$ cat config.mk
export PLATFORM = sky130hd
export DESIGN_NAME = dbus_arbiter
export DESIGN_NICKNAME = d
export VERILOG_FILES = /design/src/rtl/dbus_pkg.sv /design/src/rtl/dbus_arbiter.sv
export SDC_FILE = /design/constraint.sdc
export NUM_CORES = 1
export LEC_CHECK = 0
export ABC_CLOCK_PERIOD_IN_PS = 3100
export CAP_MARGIN = 30
export CORE_AREA = 5 5 126 128
export DETAILED_ROUTE_END_ITERATION = 7
export DIE_AREA = 0 0 131 133
export GPL_ROUTABILITY_DRIVEN = 1
export PLACE_DENSITY = 0.67
export SYNTH_ARGS = -nofsm -noshare
export SYNTH_HDL_FRONTEND = slang
export SYNTH_SLANG_ARGS = --single-unit
$ cat constraint.sdc
create_clock -name clk -period 3.1 [get_ports clk]
set_clock_uncertainty 0.15 [all_clocks]
set_input_delay 0.93 -clock clk [delete_from_list [all_inputs] [get_ports clk]]
set_output_delay 0.93 -clock clk [all_outputs]
set_load 0.005 [all_outputs]
$ cat src/rtl/dbus_pkg.sv
// ============================================================================
// Module   : dbus_pkg
// Purpose  : Shared constants, lock FSM encoding and address-map helpers for
//            the two-master data-bus arbiter.
// Revision : 1.0  initial release
// ============================================================================
`default_nettype none

package dbus_pkg;

    localparam int N_MASTERS    = 2;
    localparam int DEF_ADDR_W   = 32;
    localparam int DEF_DATA_W   = 32;
    localparam int DEF_LOCK_MAX = 16;

    // Data-bus address window, shared by every block that decodes the bus.
    localparam logic [DEF_ADDR_W-1:0] DBUS_BASEADDR  = 32'h0300_0000;
    localparam logic [DEF_ADDR_W-1:0] DBUS_ADDR_MASK = 32'hFF00_0000;

    typedef enum logic [0:0] {
        LK_IDLE   = 1'b0,
        LK_LOCKED = 1'b1
    } lock_state_e;

    function automatic logic in_dbus_window(input logic [DEF_ADDR_W-1:0] addr);
        return (addr & DBUS_ADDR_MASK) == DBUS_BASEADDR;
    endfunction

endpackage

`default_nettype wire

$ cat src/rtl/dbus_arbiter.sv
// ============================================================================
// Module   : dbus_arbiter
// Purpose  : Two-master to one-slave data-bus arbiter with round-robin or
//            fixed priority, bounded bus locking and single-cycle read return.
// Revision : 1.0  initial release
// ============================================================================
`default_nettype none

module dbus_arbiter #(
    parameter int ADDR_W     = dbus_pkg::DEF_ADDR_W,
    parameter int DATA_W     = dbus_pkg::DEF_DATA_W,
    parameter int FIXED_PRIO = 0,
    parameter int LOCK_MAX   = dbus_pkg::DEF_LOCK_MAX
) (
    input  logic              clk,
    input  logic              rstn,

    input  logic              m0_req,
    input  logic              m0_we,
    input  logic [ADDR_W-1:0] m0_addr,
    input  logic [DATA_W-1:0] m0_wdata,
    input  logic              m0_lock,
    output logic              m0_ready,
    output logic              m0_rvalid,
    output logic [DATA_W-1:0] m0_rdata,

    input  logic              m1_req,
    input  logic              m1_we,
    input  logic [ADDR_W-1:0] m1_addr,
    input  logic [DATA_W-1:0] m1_wdata,
    input  logic              m1_lock,
    output logic              m1_ready,
    output logic              m1_rvalid,
    output logic [DATA_W-1:0] m1_rdata,

    output logic              s_wr,
    output logic [ADDR_W-1:0] s_waddr,
    output logic [DATA_W-1:0] s_wdata,
    output logic              s_rd,
    output logic [ADDR_W-1:0] s_raddr,
    input  logic [DATA_W-1:0] s_rdata
);
    import dbus_pkg::*;

    localparam int              CNT_W   = $clog2(LOCK_MAX + 1);
    localparam logic [CNT_W-1:0] CNT_ONE = CNT_W'(1);
    localparam logic [CNT_W-1:0] CNT_MAX = CNT_W'(LOCK_MAX);

    lock_state_e          state_q,    state_d;
    logic                 owner_q,    owner_d;
    logic                 last_q,     last_d;
    logic [CNT_W-1:0]     lock_cnt_q, lock_cnt_d;
    logic                 rd_pend_q,  rd_pend_d;
    logic                 rd_owner_q, rd_owner_d;

    logic [N_MASTERS-1:0] req;
    logic [N_MASTERS-1:0] req_lock;
    logic [N_MASTERS-1:0] gnt;
    logic                 accept;
    logic                 win;
    logic                 win_we;
    logic                 win_lock;
    logic [ADDR_W-1:0]    win_addr;
    logic [DATA_W-1:0]    win_wdata;
    logic [CNT_W-1:0]     lock_cnt_inc;

    assign req      = {m1_req,  m0_req};
    assign req_lock = {m1_lock, m0_lock};

    // Grant selection; held at zero during reset so every output reads 0.
    always_comb begin
        gnt = '0;
        if (rstn) begin
            if (state_q == LK_LOCKED) begin
                if (req[owner_q]) begin
                    gnt[owner_q] = 1'b1;
                end
            end else if (FIXED_PRIO != 0) begin
                if (req[0]) begin
                    gnt[0] = 1'b1;
                end else if (req[1]) begin
                    gnt[1] = 1'b1;
                end
            end else if (req[0] && req[1]) begin
                gnt[~last_q] = 1'b1;
            end else begin
                gnt = req;
            end
        end
    end

    assign accept    = |gnt;
    assign win       = gnt[1];
    assign win_we    = win ? m1_we    : m0_we;
    assign win_lock  = req_lock[win];
    assign win_addr  = win ? m1_addr  : m0_addr;
    assign win_wdata = win ? m1_wdata : m0_wdata;

    assign m0_ready = gnt[0];
    assign m1_ready = gnt[1];

    assign s_wr    = accept &  win_we;
    assign s_rd    = accept & ~win_we;
    assign s_waddr = s_wr ? win_addr  : '0;
    assign s_wdata = s_wr ? win_wdata : '0;
    assign s_raddr = s_rd ? win_addr  : '0;

    // Read data is routed only to the master whose read was accepted last cycle.
    assign m0_rvalid = rd_pend_q & ~rd_owner_q;
    assign m1_rvalid = rd_pend_q &  rd_owner_q;
    assign m0_rdata  = m0_rvalid ? s_rdata : '0;
    assign m1_rdata  = m1_rvalid ? s_rdata : '0;

    assign lock_cnt_inc = lock_cnt_q + CNT_ONE;

    always_comb begin
        state_d    = state_q;
        owner_d    = owner_q;
        lock_cnt_d = lock_cnt_q;
        last_d     = last_q;
        rd_pend_d  = s_rd;
        rd_owner_d = s_rd ? win : rd_owner_q;

        if (accept) begin
            last_d = win;
        end

        case (state_q)
            LK_IDLE: begin
                if (accept && win_lock) begin
                    // With LOCK_MAX of 1 the very first locked grant already exhausts the budget.
                    if (lock_cnt_inc == CNT_MAX) begin
                        lock_cnt_d = '0;
                    end else begin
                        state_d    = LK_LOCKED;
                        owner_d    = win;
                        lock_cnt_d = lock_cnt_inc;
                    end
                end
            end
            LK_LOCKED: begin
                if (!req[owner_q]) begin
                    state_d    = LK_IDLE;
                    lock_cnt_d = '0;
                end else if (accept) begin
                    if (!win_lock || (lock_cnt_inc == CNT_MAX)) begin
                        state_d    = LK_IDLE;
                        lock_cnt_d = '0;
                    end else begin
                        lock_cnt_d = lock_cnt_inc;
                    end
                end
            end
            default: begin
                state_d    = LK_IDLE;
                lock_cnt_d = '0;
            end
        endcase
    end

    // last_q=1 means m1 was granted last, so m0 is favoured out of reset.
    always_ff @(posedge clk or negedge rstn) begin
        if (!rstn) begin
            state_q    <= LK_IDLE;
            owner_q    <= 1'b0;
            last_q     <= 1'b1;
            lock_cnt_q <= '0;
            rd_pend_q  <= 1'b0;
            rd_owner_q <= 1'b0;
        end else begin
            state_q    <= state_d;
            owner_q    <= owner_d;
            last_q     <= last_d;
            lock_cnt_q <= lock_cnt_d;
            rd_pend_q  <= rd_pend_d;
            rd_owner_q <= rd_owner_d;
        end
    end

endmodule

`default_nettype wire

==> impl_metrics.py <==
metrics = {
    "detailed_routing": {
        "drtIter0Drc": 106,
        "wire_per_inst_um": 17.3,
        "viasPerCell": 4.42,
        "dr.pass1.iters": 6,
        "ant_nets": 0,
        "wl_mm": 16.6,
        "vias": 4240,
        "drc": 0,
    },
    "global_routing": {
        "grt-ovfl-total": 0,
        "grt_pass1_wl_mm": 23.5,
        "grt_max_degree": 35,
        "antenna_found_initial": 0,
        "grt_pass1_vias": 4285,
        "grt_use_total_pct": 17.1,
    },
    "placement": {
        "dp_hpwl_mm": 12.1,
        "gp_congestion": 0.872,
        "port_buffers": 333,
        "place_area_um2": 5970,
    },
    "critical_path": {
        "path_max_fanout": 8,
        "arrival_ns": 2.45,
        "required_ns": 2.02,
        "endpoint_kind": "output pin",
        "crit_path_max_incr_delay_ns": 0.18,
        "cp_slowest_cell": "mux2i_4",
        "criticalPathCategory": "in2out",
        "startpoint": "m0_req",
        "crit_chain": "buf_6 -> nand3b_1 -> buf_4 -> nand3_4 -> inv_4 -> mux2i_4 -> nand2b_4 -> buf_6 -> buf_6 -> buf_12 -> buf_16 -> a21oi_2 -> buf_2",
        "start_kind": "input port",
        "r2r-start": "last_q$_DFFE_PN1N_",
        "crit_top_cell": "buf_6",
    },
    "die": {
        "chipHeight_um": 133,
        "start_util_pct": 14.8,
        "dieWidth_um": 131,
        "ios": 334,
        "num_rows": 45,
        "core_region_area_um2": 14800,
        "dieArea_um2": 17400,
    },
    "sta": {
        "finalCriticalPeriod_ns": 3.53,
        "setup_slack_ns": -0.432,
        "finalHoldViolations": 0,
        "period_share_pct": 114,
        "max_slew_margin_pct": 72.9,
        "timing.hold.ws_ns": 0.377,
        "setup_viol": 99,
        "worst_pin_slew_ns": 0.395,
        "rsz0062_at_grt": "true",
        "slew_violations": 0,
        "clock.fmax_mhz": 283,
    },
    "hold_path": {
        "hold_class": "reg2reg",
        "worstHoldStart": "last_q$_DFFE_PN1N_",
    },
    "synthesis": {
        "synth_warnings": 0,
        "synth-seq-area-share_pct": 11.6,
        "yosys_register_bits": 10,
        "avgSynthCellArea_um2": 6.01,
        "syn_inst": 362,
        "synth_cell_types": 38,
        "synth_edf_count": 0,
        "syn_area_um2": 2180,
        "async_flop_share_pct": 100,
        "syn_nets": 531,
        "synth_ff_type": "dfrtp_1",
    },
    "layout": {
        "nFillCells": 1442,
        "layout_common_cells": "clkdlybuf4s50_1 (166), buf_2 (86), nand2_1 (72), dlygate4sd2_1 (55), buf_4 (46)",
        "syn_to_final_growth_pct": 229,
        "regArea_um2": 251,
        "final_common_cell": "clkdlybuf4s50_1",
        "final_nets": 942,
        "drive_gt1_share_pct": 41.1,
        "multi_input_area_um2": 2440,
        "final_area_um2": 7170,
        "num_antenna_cells": 0,
    },
    "status": {
        "status": "complete, but fails checks",
        "failed_checks": "negative setup slack",
    },
    "cts": {
        "cts-htree-levels": 1,
        "cts_buffer_depth": 2,
        "clk_pin_slew_ns": 0.04,
        "numClockSinks": 10,
        "cts_buffers": 3,
        "cts_root_buf": "clkbuf_16",
        "clk_latency_ns": 0.24,
        "cts_tree": "yes",
    },
    "power_and_ir_drop": {
        "irDropWorstVdd_mv": 0.185,
        "leakage_uw": 0.00373,
        "powerDensity_nw_per_um2": 309,
    },
    "run": {
        "drv_cap": 0,
    },
}
==> state kept, by name, indices dropped and copies added, names as in the netlist <==
name / count
last_q: 1
rd_pend_q: 1
rd_owner_q: 1
state_q: 1
owner_q: 1
lock_cnt_q: 5
==> layer usage <==
metal	routed length, um	vias up	global-route usage (%)	share of wire [%]
met3	1820	25	4.24	11
met1	5610	1931	18.3	34
met5	0	-	0	0
met2	8810	244	33.2	53
li1	-	2040	-	-
met4	406	0	3.20	2.4
==> worst paths after layout <==
check                                       endpoint  slack [ns]  cells past startpoint
max                                       s_wdata[5]       -0.43                     13
min                               last_q$_DFFE_PN1N_        0.38                      2
max reg2reg                lock_cnt_q[4]$_DFFE_PN0P_        0.23                     14
min reg2reg                       last_q$_DFFE_PN1N_        0.38                      2
max in group asynchronous     rd_owner_q$_DFFE_PN0P_        2.11                      3
min in group asynchronous        owner_q$_DFFE_PN0P_        0.46                      2
==> cells in the mapped netlist (3+ instances only) <==
cell type	number	area [um2]
and3_1	32	200
nor2_1	65	244
mux2i_1	35	350
dfrtp_1	9	225
nand2b_1	3	18.8
o21ai_0	5	25.0
and2_1	35	219
clkbuf_1	15	56.3
a21oi_1	36	180
inv_1	4	15.0
a22o_1	3	26.3
buf_2	12	60.1
buf_4	3	22.5
nand2_1	73	274
nor2b_1	3	18.8
==> what timing repair did <==
action / in CTS / in global routing
setup endpoints to repair: 152 / 116
hold buffers: 0 / 0
buffers inserted: 58 / 10
pin swaps: 33 / 12
cloned: 8 / 1
resized for setup: 605 / 81
==> report_power, final <==
group	switching [uW]	internal (uW)	total, uW
sequential	52.9	183	236
clock	59.8	194	254
combinational	736	989	1730
==> through the flow <==
stage               cells  setup slack (ns)  setup TNS (ns)  total power (uW)  utilization [%]
finish                960            -0.432          -31.74              2220             48.6
floorplan             362            0.0294               0               732                -
detailed placement    892             -1.09         -101.17              1500             40.5
CTS                   959            -0.474          -35.77              2140             46.8
global route          960            -0.513          -38.59              2360             48.6
global placement      892             -1.05          -96.19              1500             40.5
==> cell type report <==
type / count / share of cell area [%]
clock buffers: 4 / 1.24
flip-flops and latches: 10 / 3.51
repair buffers: 437 / 57.6
multi-input cells: 316 / 34.1
inverters: 5 / 0.332
well taps: 188 / 3.28
==> critical path, delay by kind of cell <==
kind / cells / cell delay (ns)
and+or+nand+nor: 3 / 0.34
buffers and inverters: 8 / 0.92
AOI/OAI and AO/OA: 1 / 0.10
muxes: 1 / 0.18
==> logic make-up (layout without fill, tap and decap cells) <==
kind of cell               Yosys count  count (layout)  synth area share (%)
muxes                               36              36                  16.6
AOI/OAI and AO/OA                   59              59                  16.3
adders and majority gates            1               1                 0.575
DFF                                 10              10                  11.6
and+or+nand+nor                    220             220                  47.2
buffers and inverters               36             446                  7.76
(Power assumes the default switching activity.)
